`src/rtl/piso_buffer1d_pkg.sv`:
```
// piso_buffer1d_pkg: shared CFA pixel/window defaults, FSM states and packed-window slot indexing
package piso_buffer1d_pkg;
  localparam int DATA_BIT_WIDTH = 12;
  localparam int BUFFER_SIZE = 5;
  typedef enum logic {IDLE, DRAIN} state_t;
  function automatic int slot_lsb(input int i, input int w);
    return i * w;
  endfunction
endpackage

```
`src/rtl/piso_buffer1d.sv`:
```
// piso_buffer1d: parallel-in serial-out unload buffer, one packed window in, one pixel per cycle out
module piso_buffer1d
  import piso_buffer1d_pkg::*;
#(
  parameter int DataBitWidth = DATA_BIT_WIDTH,
  parameter int BufferSize = BUFFER_SIZE,
  localparam int CW = $clog2(BufferSize + 1)
) (
  input  logic                                 clk,
  input  logic                                 rst,
  input  logic                                 flush,
  input  logic                                 load_valid,
  output logic                                 load_ready,
  input  logic [BufferSize*DataBitWidth-1:0]   d_in,
  output logic                                 out_valid,
  input  logic                                 out_ready,
  output logic signed [DataBitWidth-1:0]       d_out,
  output logic                                 out_last,
  output logic [CW-1:0]                        remaining
);
  localparam logic [CW-1:0] FULL = CW'(BufferSize);
  state_t r_state, w_next;
  logic signed [DataBitWidth-1:0] r_mem [BufferSize];
  logic [CW-1:0] r_remaining;
  logic w_load, w_out, w_last;
  assign w_last     = r_remaining == CW'(1);
  assign out_valid  = r_remaining != '0;
  assign out_last   = w_last;
  assign remaining  = r_remaining;
  assign d_out      = r_mem[0];
  assign w_out      = out_valid & out_ready;
  assign load_ready = ~flush & ((r_state == IDLE) | (w_out & w_last));
  assign w_load     = load_valid & load_ready;
  // state register
  always_ff @(posedge clk or posedge rst)
    if (rst) r_state <= IDLE;
    else r_state <= w_next;
  // next state: flush and the final pixel return to IDLE, a load always enters DRAIN
  always_comb
    w_next = flush ? IDLE : w_load ? DRAIN : (w_out && w_last) ? IDLE : r_state;
  // pixel count; a load coinciding with the last pixel reloads instead of decrementing
  always_ff @(posedge clk or posedge rst)
    if (rst) r_remaining <= '0;
    else if (flush) r_remaining <= '0;
    else if (w_load) r_remaining <= FULL;
    else if (w_out) r_remaining <= r_remaining - CW'(1);
  // storage: parallel load wins over shift, shifting zeros in behind the oldest pixel
  always_ff @(posedge clk or posedge rst)
    if (rst) for (int i = 0; i < BufferSize; i++) r_mem[i] <= '0;
    else if (flush) for (int i = 0; i < BufferSize; i++) r_mem[i] <= '0;
    else if (w_load)
      for (int i = 0; i < BufferSize; i++)
        r_mem[i] <= d_in[slot_lsb(i, DataBitWidth) +: DataBitWidth];
    else if (w_out) begin
      for (int k = 0; k < BufferSize - 1; k++) r_mem[k] <= r_mem[k+1];
      r_mem[BufferSize-1] <= '0;
    end
endmodule
```
`config.mk`:
```
export PLATFORM = sky130hd
export DESIGN_NAME = piso_buffer1d
export DESIGN_NICKNAME = d
export VERILOG_FILES = /design/src/rtl/piso_buffer1d_pkg.sv /design/src/rtl/piso_buffer1d.sv
export SDC_FILE = /design/constraint.sdc
export NUM_CORES = 1
export LEC_CHECK = 0
export ABC_AREA = 0
export CORE_MARGIN = 10
export CORE_UTILIZATION = 45
export DETAILED_ROUTE_END_ITERATION = 10
export HOLD_SLACK_MARGIN = 0.03
export PLACE_DENSITY = 0.8
export SLEW_MARGIN = 25
export SYNTH_ARGS = -nofsm -noshare
export SYNTH_HDL_FRONTEND = slang
export SYNTH_SLANG_ARGS = --single-unit
```
`constraint.sdc`:
```
create_clock -name clk -period 2.75 [get_ports clk]
set_input_delay 0.55 -clock clk [delete_from_list [all_inputs] [get_ports clk]]
set_output_delay 0.55 -clock clk [all_outputs]
set_load 0.1 [all_outputs]
```
; After elaboration in Yosys (flattened, before gate mapping)
; Index checks and enable logic that the tools add are counted.
[classes]
n_reduce_logical = 4
n_addsub = 1
mux = 9
n_eq_ne = 1
n_bitwise = 7
[ops]
columns = cell, n
row1 = 2-to-1 mux 60 bit, 3
row2 = 2-to-1 mux 3 bit, 3
row3 = nonzero test 3 bit, 3
row4 = AND 1 bit, 4
row5 = "equality test 3 x 1 -> 1 bit, second input constant", 1
row6 = 2-to-1 mux 1 bit, 3
row7 = "subtractor 3 x 1 -> 3 bit, second input constant", 1
row8 = NOT 1 bit, 2
row9 = logical AND 1 bit, 1
row10 = OR 1 bit, 1
[totals]
out_inout_bits = 18
regBits = 64
word_cells = 29
inputBits = 65

; Depth between registers and ports, before layout
[depth]
depth_word = 8
ltp_mapped = 8
mapped_depth_nobuf = 6

; Worst setup path after synthesis
; No wires, ideal clock.
[synth_path]
path_type = register -> output
start = register r_remaining[0], in the netlist remaining[0]
end = output load_ready
path_buffers = 0
path_stages_with_launch = 5
arrival_ns = 3.147
slack_ns = -0.947
required_time_ns = 2.200
cell_sequence = dfrtp_1 > inv_1 > ha_1 > nand4bb_1 > a21oi_1
[synth_via]
elab_chain_cells = 5
word_cells_on_any_way = 6
cone_classes = 1 x eq/ne / 4 x bitwise / 1 x reduce/logical
[synth_rtl]
columns = element, line_no
row1 = start: declaration, piso_buffer1d.sv:24  ; logic [CW-1:0] r_remaining;
row2 = start signal: assignment, piso_buffer1d.sv:46  ; else if (w_out) r_remaining <= r_remaining - CW'(1);
row3 = nonzero test 3 bit, piso_buffer1d.sv:27  ; assign out_valid = r_remaining != '0;
row4 = AND 1 bit, piso_buffer1d.sv:31  ; assign w_out = out_valid & out_ready;
row5 = AND 1 bit *, piso_buffer1d.sv:32  ; assign load_ready = ~flush & ((r_state == IDLE) | (w_out & w_last));
row6 = OR 1 bit *, piso_buffer1d.sv:32
row7 = AND 1 bit *, piso_buffer1d.sv:32
row8 = end: declaration, piso_buffer1d.sv:13  ; output logic load_ready,
; Mark *: on every way between the ends. The rest lies on a longest branch, timed or not.

; Final worst setup path
[layout_path]
start = input out_ready
end = output load_ready
[layout_via]
elab_chain_cells = 4
[layout_rtl]
columns = element, line_no
row1 = start: declaration, piso_buffer1d.sv:16  ; input logic out_ready,
row2 = AND 1 bit, piso_buffer1d.sv:31
row3 = AND 1 bit, piso_buffer1d.sv:32
row4 = OR 1 bit, piso_buffer1d.sv:32
row5 = AND 1 bit, piso_buffer1d.sv:32
; Every way passes these cells.

==> impl_summary.md <==
Clocking
The post-CTS repair timing setup buffer count is 0. The number of hold-repair buffers added at the cts stage is 0. The clock sink total is 64. For the worst-skew pair, the clock arrives at the later sink with an insertion delay of approximately 0.33 ns. The clock root buffer is sky130_fd_sc_hd__clkbuf_8. The clock tree synthesis step divided the H-tree into 3 levels.

Counting along the longest clock path gives a buffer depth of 2. The post-CTS resize count is 0. The clock-pin slew on the worst setup and hold paths is 0.06 ns. The number of buffers inserted during clock tree synthesis is 9. The CTS tree is built.

Timing
The pin slew with the least headroom to its limit is between 0.5 and 0.6 ns. The smallest setup slack after layout is ~0.43 ns. Setup repair after global routing left no endpoint under its margin. The final-report hold violation count was 0. Setup violations remaining at the end of the flow were counted as 0. The final critical-path required period is around 2.3 ns.

Headroom to the max-slew limit came out at ~63%. The maximum achievable frequency is ~430 MHz. The post-route clock period utilization is approximately 84%. Across the routed clock network, the largest skew measured is 0.00573 ns.

Final hold analysis gives a worst-case slack of 0.495 ns. The max-slew violation count is 0.

Worst setup path
STA puts the critical path data required time at between 2 and 2.5 ns. The worst register-to-register path has a setup slack of 0.59 ns. The startpoint class of the critical path is a primary input. Of all nets on the critical path, the largest fanout is 5. The endpoint identified for the worst register-to-register timing path is d_out[5]. The setup path with the least slack is of type primary input to output port. The reg-to-reg critical path startpoint is remaining[0].

Data on the critical path arrives at its endpoint at between 1.5 and 2 ns. The worst register-to-register path has a depth of 7. STA classifies the critical path endpoint as an output port.

Job
Max-cap violations in this run came to 0.

Synth
In the synthesized netlist the async set-or-reset flop fraction comes to 100%. The sequential element share of the synthesized area is between 50% and 60%. Among all cell types in the netlist, the one instantiated most often is sky130_fd_sc_hd__dfrtp_1. By area the synthesized netlist is led by sky130_fd_sc_hd__dfrtp_1 (52%), sky130_fd_sc_hd__mux2i_1 (9.0%), sky130_fd_sc_hd__a211oi_1 (6.8%).

The largest total area in the synthesized netlist belongs to sky130_fd_sc_hd__dfrtp_1. After synthesis, the netlist uses 30 different library cells. The number of synthesis warnings is 0. By count the netlist is led by sky130_fd_sc_hd__dfrtp_1 (64), sky130_fd_sc_hd__nor2_1 (30), sky130_fd_sc_hd__a211oi_1 (28), sky130_fd_sc_hd__mux2i_1 (28), sky130_fd_sc_hd__nand2_1 (22). The net count after synthesis is roughly 350. The cell area after technology mapping is roughly 3100 um^2. The number of instances in the synthesized netlist is 285. After synthesis, the largest area contributor takes up around 52% of total cell area. A synthesized cell averages roughly 11 um^2.

The number of enable flip-flop cells after synthesis is 0. Among all flip-flop cells after synthesis, the most frequent one is sky130_fd_sc_hd__dfrtp_1. The total of flip-flops plus latches after synthesis is between 60 and 70.

Worst hold path
For hold timing, the worst endpoint is r_mem[5]. The instance count along the most critical hold path is 1. The path class of the tightest hold or removal check is flip-flop to flip-flop. The beginning of the worst hold path is r_mem[5].

Detailed routing
The final antenna-violating net count is 0. The detailed-route vias per instance is 5.41. The average wire length per cell after detail routing is roughly 17 um.

In the routed design, unresolved DRC markers number 0. Detailed routing inserted a total of between 2000 and 2500 vias. The count of routing violations after the opening detailed-route iteration is 87. The first detailed-routing pass took 4 iterations. The post-detailed-routing wire length is ~7.4 mm.

Floorplanning
In this run the standard cell core region covers about 6800 um^2. The initialized floorplan defines 30 standard-cell rows. During I/O placement, the number of pins put on the boundary was just over 80. The die is about 100 um tall. From left edge to right edge, the die measures 103 um. The starting density of the core is ~46%.

The die covers ~11000 um^2.

Place
The total half-perimeter wirelength after legalization and detailed placement is about 5.4 mm. Timing analysis after detailed placement gives a worst setup slack of around 0.37 ns. Routability-driven placement finished with a final weighted congestion of between 0.7 and 0.8. The number of input and output port buffers inserted is 82.

Layout
The post-synthesis to final-layout area growth is 30.4%. The count of antenna diodes in the layout is 0. The net count of the finished layout is between 400 and 500. The ratio of cells with drive above 1 in the final layout is around an eighth. The share of the core filled with cells in the final layout is 59.8%.

Global route
The overflow left after global routing is 0. Entering global routing, the biggest net connects 65 pins. The first-pass GRT wire length is ~12 mm. The number of global-route vias before repair is about 2400. The initial antenna violation count was 0. Global routing used between 10% and 20% of the available tracks across all layers.

Power and ir drop
Overall power consumption after layout is estimated at approximately 2.8 mW. The maximum resistive drop on vdd is 248 uV. For this design the ratio of total power to cell area is between 600 and 700 nW/um^2.

Summed over all cells, the static leakage comes to around 1.9 nW.

Outcome
The run finished with clean final reports.
==> per-layer routing <==
layer  track usage, %  vias up  share of wire, %
li1                 -     1162                 -
met2             21.1       69                44
met3             4.69        9               7.3
met5                0        -                 0
met1             20.3     1119                47
met4             5.78        0               1.5
==> sequential cells by signal (all words and copies together), names as in the netlist <==
register / cells
d_out: 12
r_mem: 48
remaining: 3
r_state: 1
==> critical path: stages <==
cell,delay (ns)
sky130_fd_sc_hd__clkdlybuf4s50_1,0.57
sky130_fd_sc_hd__nand4bb_1,0.22
sky130_fd_sc_hd__a21oi_2,0.24
sky130_fd_sc_hd__buf_12,0.20
==> worst max path at each step <==
| stage | slack [ns] | cells past startpoint | from | to |
|---|---|---|---|---|
| final | 0.43 | 4 | out_ready | load_ready |
| after global routing | 0.33 | 5 | remaining[0] | load_ready |
| after CTS | 0.42 | 5 | remaining[0] | load_ready |
| after detailed placement | 0.37 | 5 | out_ready | d_out[5] |
| after global placement | 0.47 | 4 | out_ready | load_ready |
| after floorplan | -0.36 | 4 | remaining[0] | load_ready |
==> power breakdown <==
group	total, mW	internal (mW)	switching, mW
Combinational	0.934	0.352	0.582
Sequential	1.13	1.06	0.0759
Clock	0.700	0.374	0.326
Total	2.77	1.78	0.985
==> cells in the final DEF (no fill, tap or decap), types with 2 or more instances in the layout <==
cell                              instances
sky130_fd_sc_hd__ha_1                     3
sky130_fd_sc_hd__dfrtp_1                 64
sky130_fd_sc_hd__o21bai_1                 2
sky130_fd_sc_hd__clkdlybuf4s50_1         64
sky130_fd_sc_hd__mux2i_1                 28
sky130_fd_sc_hd__buf_4                   24
sky130_fd_sc_hd__inv_1                    3
sky130_fd_sc_hd__o21ai_0                 19
sky130_fd_sc_hd__a21oi_2                  2
sky130_fd_sc_hd__clkbuf_8                11
sky130_fd_sc_hd__a22o_1                  12
sky130_fd_sc_hd__nor2_1                  30
sky130_fd_sc_hd__buf_12                   3
sky130_fd_sc_hd__a2bb2oi_1               20
sky130_fd_sc_hd__nand2_1                 21
sky130_fd_sc_hd__a211oi_1                28
sky130_fd_sc_hd__a21oi_1                  2
sky130_fd_sc_hd__clkbuf_1                 4
==> cell families (layout without fill, tap and decap cells) <==
family / after synthesis / after routing / synth area share [%]
flip-flops: 64 / 64 / 51.7
XOR/XNOR: 2 / 2 / 0.565
adder cells (fa/ha/maj): 3 / 3 / 1.21
buffers and inverters: 39 / 110 / 7.79
AO/OA/AOI/OAI: 89 / 89 / 21.4
multiplexers: 28 / 28 / 9.04
AND/OR/NAND/NOR: 60 / 60 / 8.36
==> area by class of cell <==
type                    count  area [um^2]
clock buffers              15          166
fillers                   582         2710
inverters                   4         15.0
multi-input cells         182         1280
flip-flops and latches     64         1600
well taps                  80          100
repair buffers             91          881
==> per-stage QoR <==
step | cells | TNS [ns] | cell area, um^2
after floorplan | 285 | -0.362 | 3110
after global placement | 421 | 0 | 3880
after detailed placement | 421 | 0 | 3880
after CTS | 436 | 0 | 4040
after global routing | 436 | 0 | 4040
final | 436 | 0 | 4040
Power figures use the tool's default switching activity.
